File: src/rtl/maze_link_pkg.sv
// ---------------------------------------------------------------------------
// maze_link_pkg
// Shared definitions for the Arduino-to-FPGA maze link receiver.
//   - default beat width, beats per word and cell address width
//   - helpers that derive the reserved SYNC / DONE cell addresses
//   - bit positions of the fields inside an assembled 9-bit cell word
//   - encoding of the cell state field
// ---------------------------------------------------------------------------
package maze_link_pkg;

    localparam int DEF_DATA_W = 3;
    localparam int DEF_BEATS  = 3;
    localparam int DEF_ADDR_W = 5;

    // The two highest cell addresses are reserved for link control beats.
    function automatic int sync_addr_of(input int aw);
        return (1 << aw) - 1;
    endfunction

    function automatic int done_addr_of(input int aw);
        return (1 << aw) - 2;
    endfunction

    // Cell word layout (word is assembled LSB-first, beat 0 lands in [2:0]).
    localparam int CELL_STATE_HI = 8;
    localparam int CELL_STATE_LO = 6;
    localparam int CELL_WALL_N   = 5;
    localparam int CELL_WALL_E   = 4;
    localparam int CELL_WALL_S   = 3;
    localparam int CELL_WALL_W   = 2;
    localparam int CELL_TREAS_HI = 1;
    localparam int CELL_TREAS_LO = 0;

    typedef enum logic [2:0] {
        CELL_UNVISITED   = 3'd0,
        CELL_VISITED     = 3'd1,
        CELL_UNREACHABLE = 3'd2,
        CELL_ROBOT_N     = 3'd3,
        CELL_ROBOT_E     = 3'd4,
        CELL_ROBOT_S     = 3'd5,
        CELL_ROBOT_W     = 3'd6
    } cell_state_e;

    typedef struct packed {
        cell_state_e state;
        logic        wall_n;
        logic        wall_e;
        logic        wall_s;
        logic        wall_w;
        logic [1:0]  treasure;
    } cell_word_t;

endpackage

File: src/rtl/maze_link_rx_if.sv
// ---------------------------------------------------------------------------
// maze_link_if
// Bundles the asynchronous link pins (link_data / link_strobe / link_addr)
// with the VGA RAM write port and the link status outputs.
//   master : drives the link pins, observes the write port and status
//   slave  : the receiver; samples the link pins, drives write port/status
// ---------------------------------------------------------------------------
interface maze_link_if
    import maze_link_pkg::*;
#(
    parameter int DATA_W = DEF_DATA_W,
    parameter int BEATS  = DEF_BEATS,
    parameter int ADDR_W = DEF_ADDR_W
);
    logic [DATA_W-1:0]       link_data;
    logic                    link_strobe;
    logic [ADDR_W-1:0]       link_addr;

    logic                    wr_en;
    logic [ADDR_W-1:0]       wr_addr;
    logic [DATA_W*BEATS-1:0] wr_data;
    logic                    done;
    logic                    in_word;
    logic [7:0]              err_count;
    logic [ADDR_W:0]         cell_count;

    modport master (
        output link_data, link_strobe, link_addr,
        input  wr_en, wr_addr, wr_data, done, in_word, err_count, cell_count
    );

    modport slave (
        input  link_data, link_strobe, link_addr,
        output wr_en, wr_addr, wr_data, done, in_word, err_count, cell_count
    );
endinterface

File: src/rtl/maze_link_rx_link_sync.sv
// ---------------------------------------------------------------------------
// link_sync
// Two-flop synchroniser for a W-bit asynchronous bus plus its strobe, with a
// rising-edge detector on the strobe.
//   clk         : sampling clock
//   srst        : synchronous active-high reset, clears every stage
//   bus_in      : asynchronous payload/address bits
//   strobe_in   : asynchronous beat strobe
//   bus_s2      : second-stage copy of bus_in
//   strobe_rise : high for one cycle when the second strobe stage is high
//                 and the third is still low
// ---------------------------------------------------------------------------
module link_sync #(
    parameter int W = 8
) (
    input  logic         clk,
    input  logic         srst,
    input  logic [W-1:0] bus_in,
    input  logic         strobe_in,
    output logic [W-1:0] bus_s2,
    output logic         strobe_rise
);
    logic [W-1:0] bus_s1_q, bus_s1_d;
    logic [W-1:0] bus_s2_q, bus_s2_d;
    logic         stb_s1_q, stb_s1_d;
    logic         stb_s2_q, stb_s2_d;
    logic         stb_s3_q, stb_s3_d;

    always_comb begin
        bus_s1_d = bus_in;
        bus_s2_d = bus_s1_q;
        stb_s1_d = strobe_in;
        stb_s2_d = stb_s1_q;
        stb_s3_d = stb_s2_q;
    end

    always_ff @(posedge clk) begin
        if (srst) begin
            bus_s1_q <= '0;
            bus_s2_q <= '0;
            stb_s1_q <= 1'b0;
            stb_s2_q <= 1'b0;
            stb_s3_q <= 1'b0;
        end else begin
            bus_s1_q <= bus_s1_d;
            bus_s2_q <= bus_s2_d;
            stb_s1_q <= stb_s1_d;
            stb_s2_q <= stb_s2_d;
            stb_s3_q <= stb_s3_d;
        end
    end

    assign bus_s2      = bus_s2_q;
    assign strobe_rise = stb_s2_q & ~stb_s3_q;
endmodule

File: src/rtl/maze_link_rx.sv
// ---------------------------------------------------------------------------
// maze_link_rx
// Synchronous receiver for the Arduino maze link. Resynchronises the beat
// bus into CLOCK_25, reassembles BEATS-beat cell words LSB-first and emits a
// one-cycle write into the VGA cell RAM for every completed word.
//   CLOCK_25 : system clock
//   reset    : synchronous active-high reset
//   bus      : link pins in, RAM write port + done/in_word/err_count/
//              cell_count out (maze_link_if.slave)
// Control beats: SYNC_ADDR drops any partial word and clears cell_count;
// DONE_ADDR raises done. A partial word is aborted (and counted in
// err_count) by a beat to a different address, a DONE beat, or TIMEOUT idle
// cycles mid-word.
// ---------------------------------------------------------------------------
module maze_link_rx
    import maze_link_pkg::*;
#(
    parameter int DATA_W    = DEF_DATA_W,
    parameter int BEATS     = DEF_BEATS,
    parameter int ADDR_W    = DEF_ADDR_W,
    parameter int SYNC_ADDR = sync_addr_of(ADDR_W),
    parameter int DONE_ADDR = done_addr_of(ADDR_W),
    parameter int TIMEOUT   = 4096
) (
    input  logic        CLOCK_25,
    input  logic        reset,
    maze_link_if.slave  bus
);
    localparam int WORD_W = DATA_W * BEATS;
    localparam int CNT_W  = (BEATS > 1) ? $clog2(BEATS) : 1;
    localparam int IDLE_W = (TIMEOUT > 2) ? $clog2(TIMEOUT) : 1;

    localparam logic [ADDR_W-1:0] SYNC_A   = ADDR_W'(SYNC_ADDR);
    localparam logic [ADDR_W-1:0] DONE_A   = ADDR_W'(DONE_ADDR);
    localparam logic [CNT_W-1:0]  LAST_CNT = CNT_W'(BEATS - 1);
    localparam logic [IDLE_W-1:0] IDLE_MAX = IDLE_W'(TIMEOUT - 1);

    // ------------------------------------------------------------------
    // Synchroniser: data and address share one bus through link_sync.
    // ------------------------------------------------------------------
    logic [DATA_W+ADDR_W-1:0] sync_bus;
    logic                     beat;
    logic [DATA_W-1:0]        beat_data;
    logic [ADDR_W-1:0]        beat_addr;

    link_sync #(.W(DATA_W + ADDR_W)) u_link_sync (
        .clk         (CLOCK_25),
        .srst        (reset),
        .bus_in      ({bus.link_addr, bus.link_data}),
        .strobe_in   (bus.link_strobe),
        .bus_s2      (sync_bus),
        .strobe_rise (beat)
    );

    assign beat_data = sync_bus[DATA_W-1:0];
    assign beat_addr = sync_bus[DATA_W +: ADDR_W];

    // ------------------------------------------------------------------
    // Assembly state
    // ------------------------------------------------------------------
    logic [CNT_W-1:0]  beat_cnt_q,  beat_cnt_d;
    logic [ADDR_W-1:0] word_addr_q, word_addr_d;
    logic [WORD_W-1:0] word_q,      word_d;
    logic [IDLE_W-1:0] idle_q,      idle_d;
    logic              wr_en_q,     wr_en_d;
    logic [ADDR_W-1:0] wr_addr_q,   wr_addr_d;
    logic [WORD_W-1:0] wr_data_q,   wr_data_d;
    logic              done_q,      done_d;
    logic [7:0]        err_cnt_q,   err_cnt_d;
    logic [ADDR_W:0]   cell_cnt_q,  cell_cnt_d;

    logic              in_word;
    logic              timeout;
    logic              err_inc;
    logic              cell_inc;
    logic [CNT_W-1:0]  slot;

    assign in_word = (beat_cnt_q != '0);
    assign timeout = in_word && (idle_q == IDLE_MAX);

    always_comb begin
        beat_cnt_d  = beat_cnt_q;
        word_addr_d = word_addr_q;
        word_d      = word_q;
        idle_d      = '0;
        wr_en_d     = 1'b0;
        wr_addr_d   = wr_addr_q;
        wr_data_d   = wr_data_q;
        done_d      = done_q;
        err_inc     = 1'b0;
        cell_inc    = 1'b0;
        slot        = '0;

        // Idle timer only runs while a partial word is held; a beat in the
        // timeout cycle takes priority below, so no error is counted then.
        if (!beat && in_word && !timeout) begin
            idle_d = idle_q + IDLE_W'(1);
        end

        if (beat) begin
            if (beat_addr == SYNC_A) begin
                beat_cnt_d = '0;
            end else if (beat_addr == DONE_A) begin
                done_d     = 1'b1;
                beat_cnt_d = '0;
                err_inc    = in_word;
            end else begin
                // Slot 0 for a fresh word, or a restart when the address
                // changed mid-word (the old partial word is an error).
                if (in_word && (beat_addr == word_addr_q)) begin
                    slot = beat_cnt_q;
                end else begin
                    slot    = '0;
                    err_inc = in_word;
                end

                if (slot == '0) begin
                    word_addr_d = beat_addr;
                    word_d      = '0;
                    done_d      = 1'b0;
                end
                word_d[int'(slot)*DATA_W +: DATA_W] = beat_data;

                if (slot == LAST_CNT) begin
                    wr_en_d    = 1'b1;
                    wr_addr_d  = beat_addr;
                    wr_data_d  = word_d;
                    beat_cnt_d = '0;
                    cell_inc   = 1'b1;
                end else begin
                    beat_cnt_d = slot + CNT_W'(1);
                end
            end
        end else if (timeout) begin
            beat_cnt_d = '0;
            err_inc    = 1'b1;
        end

        err_cnt_d = (err_inc && (err_cnt_q != 8'hFF)) ? err_cnt_q + 8'd1 : err_cnt_q;

        if (beat && (beat_addr == SYNC_A)) begin
            cell_cnt_d = '0;
        end else if (cell_inc && (cell_cnt_q != '1)) begin
            cell_cnt_d = cell_cnt_q + (ADDR_W+1)'(1);
        end else begin
            cell_cnt_d = cell_cnt_q;
        end
    end

    always_ff @(posedge CLOCK_25) begin
        if (reset) begin
            beat_cnt_q  <= '0;
            word_addr_q <= '0;
            word_q      <= '0;
            idle_q      <= '0;
            wr_en_q     <= 1'b0;
            wr_addr_q   <= '0;
            wr_data_q   <= '0;
            done_q      <= 1'b0;
            err_cnt_q   <= '0;
            cell_cnt_q  <= '0;
        end else begin
            beat_cnt_q  <= beat_cnt_d;
            word_addr_q <= word_addr_d;
            word_q      <= word_d;
            idle_q      <= idle_d;
            wr_en_q     <= wr_en_d;
            wr_addr_q   <= wr_addr_d;
            wr_data_q   <= wr_data_d;
            done_q      <= done_d;
            err_cnt_q   <= err_cnt_d;
            cell_cnt_q  <= cell_cnt_d;
        end
    end

    assign bus.wr_en      = wr_en_q;
    assign bus.wr_addr    = wr_addr_q;
    assign bus.wr_data    = wr_data_q;
    assign bus.done       = done_q;
    assign bus.in_word    = in_word;
    assign bus.err_count  = err_cnt_q;
    assign bus.cell_count = cell_cnt_q;
endmodule

File: src/flat_wrapper.sv
// flat-port wrapper written by rule: the top's interface ports become plain ports
module maze_link_rx_flat import maze_link_pkg::*;
#(
    parameter int DATA_W    = DEF_DATA_W,
    parameter int BEATS     = DEF_BEATS,
    parameter int ADDR_W    = DEF_ADDR_W,
    parameter int SYNC_ADDR = sync_addr_of(ADDR_W),
    parameter int DONE_ADDR = done_addr_of(ADDR_W),
    parameter int TIMEOUT   = 4096
)
  (CLOCK_25, reset, bus_link_data, bus_link_strobe, bus_link_addr, bus_wr_en, bus_wr_addr, bus_wr_data, bus_done, bus_in_word, bus_err_count, bus_cell_count);
  maze_link_if #(.DATA_W(DATA_W), .BEATS(BEATS), .ADDR_W(ADDR_W)) bus_i ();
  input  logic CLOCK_25;
  input  logic reset;
  input wire logic [$bits(bus_i.link_data)-1:0] bus_link_data;
  input wire logic [$bits(bus_i.link_strobe)-1:0] bus_link_strobe;
  input wire logic [$bits(bus_i.link_addr)-1:0] bus_link_addr;
  output wire logic [$bits(bus_i.wr_en)-1:0] bus_wr_en;
  output wire logic [$bits(bus_i.wr_addr)-1:0] bus_wr_addr;
  output wire logic [$bits(bus_i.wr_data)-1:0] bus_wr_data;
  output wire logic [$bits(bus_i.done)-1:0] bus_done;
  output wire logic [$bits(bus_i.in_word)-1:0] bus_in_word;
  output wire logic [$bits(bus_i.err_count)-1:0] bus_err_count;
  output wire logic [$bits(bus_i.cell_count)-1:0] bus_cell_count;
  assign bus_i.link_data = bus_link_data;
  assign bus_i.link_strobe = bus_link_strobe;
  assign bus_i.link_addr = bus_link_addr;
  assign bus_wr_en = bus_i.wr_en;
  assign bus_wr_addr = bus_i.wr_addr;
  assign bus_wr_data = bus_i.wr_data;
  assign bus_done = bus_i.done;
  assign bus_in_word = bus_i.in_word;
  assign bus_err_count = bus_i.err_count;
  assign bus_cell_count = bus_i.cell_count;
  maze_link_rx #(.DATA_W(DATA_W), .BEATS(BEATS), .ADDR_W(ADDR_W), .SYNC_ADDR(SYNC_ADDR), .DONE_ADDR(DONE_ADDR), .TIMEOUT(TIMEOUT)) u_core (.CLOCK_25(CLOCK_25), .reset(reset), .bus(bus_i));
endmodule
File: config.mk
export PLATFORM = sky130hd
export DESIGN_NAME = maze_link_rx_flat
export DESIGN_NICKNAME = d
export VERILOG_FILES = /design/src/rtl/maze_link_pkg.sv /design/src/rtl/maze_link_rx_if.sv /design/src/rtl/maze_link_rx_link_sync.sv /design/src/rtl/maze_link_rx.sv /design/src/flat_wrapper.sv
export SDC_FILE = /design/constraint.sdc
export NUM_CORES = 1
export LEC_CHECK = 0
export ABC_AREA = 1
export BUFFER_PORTS_ARGS = -buffer_cell sky130_fd_sc_hd__buf_2
export CAP_MARGIN = 30
export CORE_MARGIN = 2
export CORE_UTILIZATION = 28
export CTS_BUF_LIST = sky130_fd_sc_hd__clkbuf_2 sky130_fd_sc_hd__clkbuf_4 sky130_fd_sc_hd__clkbuf_8
export CTS_CLUSTER_SIZE = 40
export DETAILED_ROUTE_END_ITERATION = 12
export GPL_TIMING_DRIVEN = 0
export PLACE_DENSITY_LB_ADDON = 0.12
export SLEW_MARGIN = 40
export SYNTH_ARGS = -nofsm -noshare
export SYNTH_HDL_FRONTEND = slang
export SYNTH_HIERARCHICAL = 1
export SYNTH_SLANG_ARGS = --single-unit
File: constraint.sdc
create_clock -name CLOCK_25 -period 5.05 [get_ports CLOCK_25]
set_input_delay 0 -clock CLOCK_25 [delete_from_list [all_inputs] [get_ports CLOCK_25]]
set_output_delay 0 -clock CLOCK_25 [all_outputs]
set_load 0.02 [all_outputs]
==> results of run 1 <==
-- where the power goes --
part           leakage [nW]  internal [mW]  switching [mW]
Clock                0.0915          0.204           0.209
Sequential            0.626          0.621         0.00811
Combinational          1.11         0.0332          0.0479
Total                  1.82          0.858           0.265
-- worst min path at each step --
stage | slack (ns) | to | from | cells past startpoint
global route | 0.12 | u_core/bus.wr_en$_SDFF_PP0_ | reset | 2
CTS | 0.07 | u_core/bus.wr_en$_SDFF_PP0_ | reset | 2
detailed placement | 0.21 | u_core/u_link_sync/bus_s1_q[5]$_SDFF_PP0_ | bus_link_addr[2] | 3
global placement | 0.20 | u_core/u_link_sync/bus_s1_q[5]$_SDFF_PP0_ | bus_link_addr[2] | 3
floorplan | 0.11 | u_core/u_link_sync/bus_s1_q[0]$_SDFF_PP0_ | bus_link_data[0] | 2
finish | 0.06 | u_core/bus.wr_en$_SDFF_PP0_ | reset | 2
-- worst max-delay path: cells and delay by family, from the launching register on --
kind,cells,cell delay [ns]
simple gates,8,1.25
fa+ha+maj,1,0.44
buf+inv,2,0.10
flops,1,0.40
-- placed cells by master (no fill, tap or decap), types with 2 or more instances in the layout --
cell type,instances
nand2_1,89
nor2_2,3
o21ai_0,19
clkinv_2,3
ha_1,7
xnor2_1,5
clkbuf_1,4
inv_1,59
nand3b_1,2
buf_2,43
xor2_1,8
dlygate4sd3_1,19
clkbuf_8,11
inv_2,4
nand3_1,29
o31ai_1,2
nand2_4,2
nor2_4,2
nand4_1,12
dfxtp_1,77
nor2_1,72
buf_4,2
a21oi_1,29
nor3_1,5
-- synth_stat cells (all sizes together) --
| cell | instances | share of area [%] |
|---|---|---|
| nand2 | 92 | 11 |
| nand4 | 14 | 3.2 |
| clkbuf | 4 | 0.45 |
| clkinv | 2 | 0.26 |
| nor3b | 1 | 0.22 |
| buf | 7 | 1.7 |
| nor3 | 5 | 0.74 |
| ha | 7 | 2.6 |
| a31oi | 1 | 0.19 |
| nand3 | 30 | 4.6 |
| dfxtp | 77 | 46 |
| o21ai | 21 | 3.2 |
| xor2 | 8 | 2.1 |
| nor4 | 1 | 0.19 |
| a211oi | 1 | 0.22 |
| nor2 | 77 | 9.2 |
| o31ai | 2 | 0.45 |
| inv | 64 | 7.2 |
| or2 | 1 | 0.19 |
| nand3b | 2 | 0.45 |
| xnor2 | 5 | 1.3 |
| a21oi | 31 | 5.0 |
-- per-layer routing --
layer	part of all wire, %	up-vias
met5	0	-
met4	0.90	0
met3	4.4	5
met2	44	44
met1	51	1325
li1	-	1564
-- flip-flops by register name, indices dropped and copies added, names as in the netlist --
signal                       count
u_core/bus.done                  1
u_core/u_link_sync/bus_s2        8
u_core/bus.wr_data               9
u_core/u_link_sync/stb_s3_q      1
u_core/idle_q                   12
u_core/word_q                    9
u_core/bus.wr_en                 1
u_core/bus.wr_addr               5
u_core/u_link_sync/stb_s2_q      1
u_core/u_link_sync/stb_s1_q      1
u_core/beat_cnt_q                2
u_core/bus.cell_count            6
u_core/word_addr_q               5
u_core/u_link_sync/bus_s1_q      8
u_core/bus.err_count             8
-- cell families after synthesis --
kind of cell | synth area share, %
and+or+nand+nor | 29.6
buffers and inverters | 9.57
DFF | 45.7
AOI/OAI and AO/OA | 9.13
xor gates and xnor gates | 3.38
adders and majority gates | 2.60
-- area by class of cell --
| cell class | count | area (sq um) | area share (%) |
|---|---|---|---|
| Timing Repair Buffer | 59 | 390 | 9.49 |
| Clock buffer | 12 | 159 | 3.86 |
| Tap cell | 147 | 184 | 4.47 |
| Sequential cell | 77 | 1540 | 37.5 |
| Clock inverter | 2 | 10.0 | 0.243 |
| Inverter | 66 | 251 | 6.11 |
| Buffer | 11 | 71.3 | 1.73 |
| Multi-Input combinational cell | 299 | 1510 | 36.6 |
-- repair_timing --
item / in CTS / in global routing
gates resized for setup: 0 / 0
hold buffers: 19 / 0
setup endpoints to repair: 0 / 0
hold endpoints to repair: 18 / 0
==> results.json, run 1 <==
{
  "cts_buffers": 9,
  "status": "complete, no violations",
  "portBuffers": 40,
  "avgSynthCellArea_sq_um": 7.44,
  "powerDensity_nw_per_um2": 273,
  "die_y_um": 114,
  "clock-sinks": 77,
  "worstPathMaxFanout": 10,
  "dieArea_sq_um": 12900,
  "routed_wl_mm": 7.58,
  "antenna_found_initial": 0,
  "worst_slack_ns": 2.80,
  "wire_per_inst_um": 11.3,
  "final_nets": 541,
  "drv_slew": 0,
  "preCtsSetupSlack_ns": 2.79,
  "reg2reg_from": "u_core/u_link_sync/bus_s2[6]$_SDFF_PP0_",
  "cts_tree": "done",
  "r2r_cells": 11,
  "critPathKind": "reg -> reg",
  "vias": 2938,
  "critPathLaunch": "u_core/u_link_sync/bus_s2[6]$_SDFF_PP0_",
  "ios": 42,
  "leakage_nw": 1.82,
  "clk_pin_slew_worst_paths_ns": 0.07,
  "setup_tns_ns": 0,
  "die_w_um": 114,
  "synth_cell_types": 39,
  "start_util_pct": 28.4,
  "setup_viol": 0,
  "clock_skew_ns": 0.0102,
  "tightest_slew_ns": 0.632,
  "cp-start-kind": "register",
  "synthCells": 453,
  "drt-initial-drc-count": 129,
  "hold_ws_ns": 0.0648,
  "grt_overflow": 0,
  "htree_levels": 3,
  "p_total_mw": 1.12,
  "grtUsageMet3_pct": 3.88,
  "hold_viol_final": 0,
  "post-route-period-util_pct": 44.6,
  "cts_root_buf": "clkbuf_8",
  "met1_usage_pct": 16.7,
  "rr_endpoint": "u_core/word_q[0]$_SDFFE_PP0P_",
  "final_core_util_pct": 34.7,
  "groute.layer.met2.usage_pct": 19.7,
  "slowest_delay_ns": 0.44,
  "design.core.area_sq_um": 11900,
  "top_usage_layer": "met2",
  "fin_cells": 673,
  "end_kind": "register",
  "max_slew_margin_pct": 57.5,
  "peakVddDrop_mv": 0.123,
  "grt_first_pass_wirelength_mm": 12.9,
  "rsz0062_at_grt": "no",
  "antenna_left": 0,
  "grt_pass1_vias": 2779,
  "ys_ff_latch": 77,
  "rrSetupSlack_ns": 2.80,
  "drc": 0,
  "yosysWarnings": 6,
  "grt_max_degree": 12,
  "syn2layout_area_growth_pct": 22.0,
  "n_fill_cell": 1255,
  "timing.fmax_mhz": 444,
  "syn_area_sq_um": 3370,
  "dr.pass1.iters": 4,
  "cpMostUsedCell": "nand2_1",
  "holdCritPathClass": "in -> reg",
  "rows": 40,
  "place_area_sq_um": 3760,
  "endpoint": "u_core/word_q[0]$_SDFFE_PP0P_",
  "dp_cells": 640,
  "drive_gt1_share_pct": 15.4,
  "final_cell_area_sq_um": 4120,
  "max_cap_violations": 0,
  "slowest_stage": "ha_1",
  "path_cells": "inv_2 > nand2_1 > nand2_1 > nor2_2 > nand4_2 > ha_1 > nor3_1 > nand3_1 > nand3_1 > nand2_1 > inv_1",
  "clk_latency_ns": 0.35,
  "track_usage_pct": 12.7,
  "diodes": 0,
  "vias_per_cell": 4.37,
  "ctsLongestPathBuffers": 2,
  "yosysSeqAreaShare_pct": 45.7,
  "layout_min_cycle_time_ns": 2.25,
  "worstPathRequired_ns": 5.35,
  "synth_nets": 471,
  "gp_congestion": 0.787,
  "worstPathArrival_ns": 2.55,
  "dpl.hpwl_mm": 5.38,
  "cts_setup_buffers": 0
}
Note: power is estimated with default switching activity, not from simulation.
==> run 2, diff against run 1 <==
- clock period: 5.05 -> 1.84 ns (I/O delays scaled with it)
==> results.json, run 2 (synthesis gave the netlist of run 1 again) <==
{
  "layout_min_cycle_time_ns": 1.84,
  "powerDensity_nw_per_um2": 789,
  "track_usage_pct": 13.2,
  "final_cell_mix": "74 x nand2_1, 69 x dfxtp_1, 68 x nor2_1",
  "clk_pin_slew_worst_paths_ns": 0.08,
  "end_kind": "register",
  "diodes": 0,
  "clock-sinks": 77,
  "drive_gt1_share_pct": 27.6,
  "dp_cells": 640,
  "worstPathRequired_ns": 2.13,
  "grt_pass1_vias": 2831,
  "wire_per_inst_um": 11.7,
  "syn2layout_area_growth_pct": 35.1,
  "final_core_util_pct": 38.4,
  "cts_tree": "done",
  "fin_cells": 687,
  "grt_overflow": 0,
  "leakage_nw": 1.95,
  "post-route-period-util_pct": 100,
  "die_w_um": 114,
  "preCtsSetupSlack_ns": -0.245,
  "cp-start-kind": "register",
  "drv_slew": 0,
  "clock_skew_ns": 0.00894,
  "cts_buffers": 9,
  "drc": 0,
  "routed_wl_mm": 8.04,
  "worstPathMaxFanout": 4,
  "antenna_left": 0,
  "start_util_pct": 28.4,
  "largest_register_ffs": 12,
  "design.core.area_sq_um": 11900,
  "hold_ws_ns": 0.0735,
  "drt-initial-drc-count": 105,
  "dpl.hpwl_mm": 5.51,
  "dieArea_sq_um": 12900,
  "status": "complete, but fails checks",
  "rsz0062_at_grt": "yes",
  "grt_max_degree": 14,
  "tightest_slew_ns": 0.644,
  "regMostFlops": "u_core/idle_q",
  "final_nets": 553,
  "holdCritPathClass": "in -> reg",
  "antenna_found_initial": 0,
  "portBuffers": 40,
  "gp_congestion": 0.734,
  "worstPathArrival_ns": 2.14,
  "vias": 3030,
  "hold_viol_final": 0,
  "ios": 42,
  "cts_root_buf": "clkbuf_8",
  "clk_latency_ns": 0.35,
  "final_common_cell": "nand2_1",
  "max_cap_violations": 0,
  "grt_first_pass_wirelength_mm": 13.5,
  "die_y_um": 114,
  "htree_levels": 3,
  "timing.fmax_mhz": 542,
  "vias_per_cell": 4.41,
  "setup_viol": 2,
  "worst_slack_ns": -0.00382,
  "critPathKind": "reg -> reg",
  "dr.pass1.iters": 4,
  "ctsLongestPathBuffers": 2,
  "max_slew_margin_pct": 56.6,
  "peakVddDrop_mv": 0.426,
  "rows": 40,
  "violations": "negative setup slack"
}
[run 2: cell types whose count changed in the layout (fill, tap and decap cells not counted), moves of 6 or more]
cell and delta:
a21oi_2 +7, dfxtp_2 +7, buf_4 +13, nand2_2 +13
nand2_1 -15, dfxtp_1 -8, a21oi_1 -7, nand3_1 -6
inv_1 -6
[run 2: what timing repair did]
action,in CTS,in global routing
hold buffers,19,0
gates cloned,0,0
endpoints found under the setup margin,34,47
endpoints found under the hold margin,19,0
pin swaps,9,13
gates resized for setup,30,47
buffers inserted,6,6
[run 2: final cells by class]
cell class	instances	area [sq um]
multi-input combinational	299	1730
buffer	11	86.3
clock buffer	10	138
sequential	77	1550
fill	1260	7300
tap	147	184
clock inverter	6	110
timing repair buffer	71	480
inverter	66	270
[run 2: layer usage]
metal	GRT usage [%]	wire, um	vias to the layer above
met5	0	0	-
met4	4.63	114	0
met3	3.77	315	10
met2	20.7	3630	48
met1	17.4	3980	1372
li1	-	-	1600
[run 2: per-stage QoR]
step                setup TNS, ns  power, mW  cell area (sq um)
finish                   -0.00507       3.60               4560
global route                -2.03       3.76               4560
CTS                             0       3.63               4360
detailed placement          -6.12       1.97               3790
global placement            -5.94       1.97               3790
floorplan                       0       1.91               3400
[run 2: critical path, cell delays in order (launching register included)]
cell and delay, ns:
dfxtp_4 0.36, inv_2 0.05, nand2_2 0.05, nand2_2 0.06
nor2_4 0.16, nand3_2 0.11, nor2_4 0.14, inv_2 0.08
ha_4 0.30, nand2_2 0.06, nor2_1 0.09, nand2_1 0.07
nand2_2 0.07, nand2_4 0.06, a21oi_2 0.11
[run 2: where the power goes]
part,internal [mW],switching [mW],leakage [nW]
clock network,0.935,0.643,0.119
logic,0.128,0.160,1.20
registers,1.70,0.0252,0.629
[run 2: final timing paths]
path                                             start                                 endpoint  slack [ns]  cells past startpoint
min                                              reset              u_core/bus.wr_en$_SDFF_PP0_        0.07                      2
max            u_core/u_link_sync/bus_s2[6]$_SDFF_PP0_            u_core/word_q[7]$_SDFFE_PP0P_      -0.004                     14
max reg2reg    u_core/u_link_sync/bus_s2[6]$_SDFF_PP0_            u_core/word_q[7]$_SDFFE_PP0P_      -0.004                     14
min reg2reg  u_core/u_link_sync/bus_s1_q[4]$_SDFF_PP0_  u_core/u_link_sync/bus_s2[4]$_SDFF_PP0_        0.40                      2
==> run 3, diff against run 2 <==
- ABC_AREA: 1 -> unset
- CORE_MARGIN: 2 -> 5
==> results.json, run 3 <==
{
  "peakVddDrop_mv": 0.359,
  "n_fill_cell": 1056,
  "clk_pin_slew_worst_paths_ns": 0.08,
  "grt_overflow": 0,
  "leakage_nw": 1.66,
  "portBuffers": 41,
  "synth_cell_types": 38,
  "worst_slack_ns": -0.161,
  "design.core.area_sq_um": 10300,
  "gp_congestion": 0.779,
  "worstPathMaxFanout": 5,
  "cp-start-kind": "register",
  "critPathKind": "reg -> reg",
  "sequentialPowerShare_pct": 51.1,
  "wire_per_inst_um": 12.8,
  "grt_first_pass_wirelength_mm": 11.5,
  "routed_wl_mm": 6.86,
  "critPathLaunch": "u_core/u_link_sync/bus_s2[7]$_SDFF_PP0_",
  "ios": 42,
  "p_comb_share_pct": 5.9,
  "clock-sinks": 74,
  "hold_viol_final": 0,
  "yosysMostFrequentCell": "dfxtp_1",
  "drive_gt1_share_pct": 35.6,
  "ys_top_cells_by_area": "dfxtp_1 50%, nor2_1 6.3%, xor2_1 4.5%, nand2_1 4.0%, nor2b_1 3.6%",
  "status": "complete, but fails checks",
  "final_cell_mix": "66 x dfxtp_1, 45 x nor2_1, 41 x buf_2",
  "max_cap_violations": 0,
  "rrSetupSlack_ns": -0.16,
  "track_usage_pct": 11.4,
  "synth_edf_count": 0,
  "setup_tns_ns": -2.20,
  "dpl.hpwl_mm": 4.75,
  "final_common_cell": "dfxtp_1",
  "p_switching_mw": 0.737,
  "die_w_um": 112,
  "synth_nets": 337,
  "r2r_cells": 11,
  "ys_top_cells_by_count": "74 x dfxtp_1, 49 x nor2_1, 31 x nand2_1",
  "dp_cells": 496,
  "post-route-period-util_pct": 109,
  "tightest_slew_ns": 0.605,
  "holdCritPathClass": "in -> reg",
  "violations": "negative setup slack",
  "final_nets": 415,
  "rows": 37,
  "htree_levels": 3,
  "regMostFlops": "u_core/idle_q",
  "cts_tree": "done",
  "syn2layout_area_growth_pct": 40.6,
  "yosysWarnings": 6,
  "p_total_mw": 3.21,
  "yosysSeqAreaShare_pct": 50.4,
  "rr_endpoint": "u_core/bus.cell_count[4]$_SDFFE_PP0P_",
  "worstPathRequired_ns": 2.09,
  "avgSynthCellArea_sq_um": 9.21,
  "ys.flop_type": "dfxtp_1",
  "syn_area_sq_um": 2940,
  "antenna_found_initial": 0,
  "cts_root_buf": "clkbuf_8",
  "grt_pass1_vias": 2319,
  "vias": 2437,
  "clk_latency_ns": 0.35,
  "endpoint": "u_core/bus.cell_count[4]$_SDFFE_PP0P_",
  "dr.pass1.iters": 4,
  "antenna_left": 0,
  "largest_register_ffs": 12,
  "worstPathArrival_ns": 2.25,
  "ys_ff_latch": 74,
  "max_slew_margin_pct": 59.7,
  "ys_async_sr_fraction_pct": 0,
  "vias_per_cell": 4.53,
  "timing.fmax_mhz": 500,
  "drt-initial-drc-count": 128,
  "powerDensity_nw_per_um2": 777,
  "drv_slew": 0,
  "setup_viol": 32,
  "clockPowerShare_pct": 42.9,
  "drc": 0,
  "dieArea_sq_um": 12600,
  "reg2reg_from": "u_core/u_link_sync/bus_s2[7]$_SDFF_PP0_",
  "cts_buffers": 9,
  "layout_min_cycle_time_ns": 2.00,
  "rsz0062_at_grt": "yes",
  "ctsLongestPathBuffers": 2,
  "netSwitchingFraction_pct": 23.0,
  "clock_skew_ns": 0.00656,
  "p_int_mw": 2.47,
  "fin_cells": 538,
  "synthCells": 319,
  "start_util_pct": 28.6,
  "yosysTopAreaCell": "dfxtp_1",
  "end_kind": "register",
  "synth_top_area_share_pct": 50.4,
  "grt_max_degree": 14,
  "diodes": 0,
  "die_y_um": 112
}
[run 3: per-layer routing]
metal | vias to the layer above | part of all wire (%) | GRT usage (%)
li1 | 1245 | - | -
met1 | 1148 | 46 | 14.3
met2 | 37 | 48 | 18.2
met3 | 7 | 4.5 | 4.04
met4 | 0 | 1.2 | 3.85
met5 | - | 0 | 0
[run 3: worst min path at each step]
| stage | start | endpoint | cells past startpoint |
|---|---|---|---|
| 6_report | reset | u_core/u_link_sync/bus_s1_q[4]$_SDFF_PP0_ | 2 |
| 5_1_grt | reset | u_core/u_link_sync/bus_s1_q[6]$_SDFF_PP0_ | 2 |
| 4_1_cts | reset | u_core/u_link_sync/bus_s1_q[4]$_SDFF_PP0_ | 2 |
| 3_5_place_dp | bus_link_addr[1] | u_core/u_link_sync/bus_s1_q[4]$_SDFF_PP0_ | 2 |
| 3_3_place_gp | bus_link_addr[2] | u_core/u_link_sync/bus_s1_q[5]$_SDFF_PP0_ | 2 |
| 2_1_floorplan | reset | u_core/u_link_sync/bus_s1_q[7]$_SDFF_PP0_ | 1 |
[run 3: cell families after synthesis]
| family | Yosys count | share of synthesized area [%] |
|---|---|---|
| and+or+nand+nor | 151 | 25.6 |
| DFF | 74 | 50.4 |
| AOI/OAI and AO/OA | 44 | 10.4 |
| xor gates and xnor gates | 20 | 5.97 |
| buffers and inverters | 17 | 2.60 |
| adders and majority gates | 7 | 2.98 |
| muxes | 6 | 2.09 |
[run 3: power groups by stage]
stage / sequential [mW] / combinational (mW) / clock [mW]
4_1_cts: 1.64 / 0.180 / 1.44
3_3_place_gp: 1.68 / 0.129 / 0
6_report: 1.64 / 0.189 / 1.38
2_1_floorplan: 1.68 / 0.0891 / 0
3_5_place_dp: 1.68 / 0.130 / 0
5_1_grt: 1.64 / 0.210 / 1.50
[run 3: cell type report]
cell class | instances | area, sq um | area share (%)
multi-input combinational | 228 | 1680 | 40.7
sequential | 74 | 1510 | 36.5
timing repair buffer | 70 | 480 | 11.6
tap | 136 | 170 | 4.12
clock buffer | 9 | 124 | 3.00
clock inverter | 7 | 93.8 | 2.27
buffer | 9 | 56.3 | 1.36
inverter | 5 | 18.8 | 0.454
[run 3: repair_timing]
item,CTS,global route
hold buffers,10,0
resized for setup,46,27
endpoints found under the hold margin,9,0
cloned,0,1
setup buffers,8,10
pin swaps,21,6
setup endpoints to repair,40,38
[run 3: metrics by stage]
stage               area (sq um)  hold WS [ns]  utilization [%]  worst slack [ns]
floorplan                   3020        0.0716                -            -0.110
global placement            3390         0.203             33.0            -0.436
detailed placement          3390         0.208             33.0            -0.410
CTS                         3950        0.0100             38.4            -0.175
global route                4130        0.0182             40.2            -0.288
finish                      4130        0.0252             40.2            -0.161
[run 3: worst max-delay path, stage by stage (launching register included)]
cell and delay (ns):
dfxtp_4 0.37, xor2_2 0.14, nor3_2 0.20, and2_4 0.18, nand2_4 0.08, inv_2 0.07
ha_4 0.12, and3_4 0.23, o21a_4 0.17, nand4_1 0.12, xor2_1 0.17, nor2_1 0.05
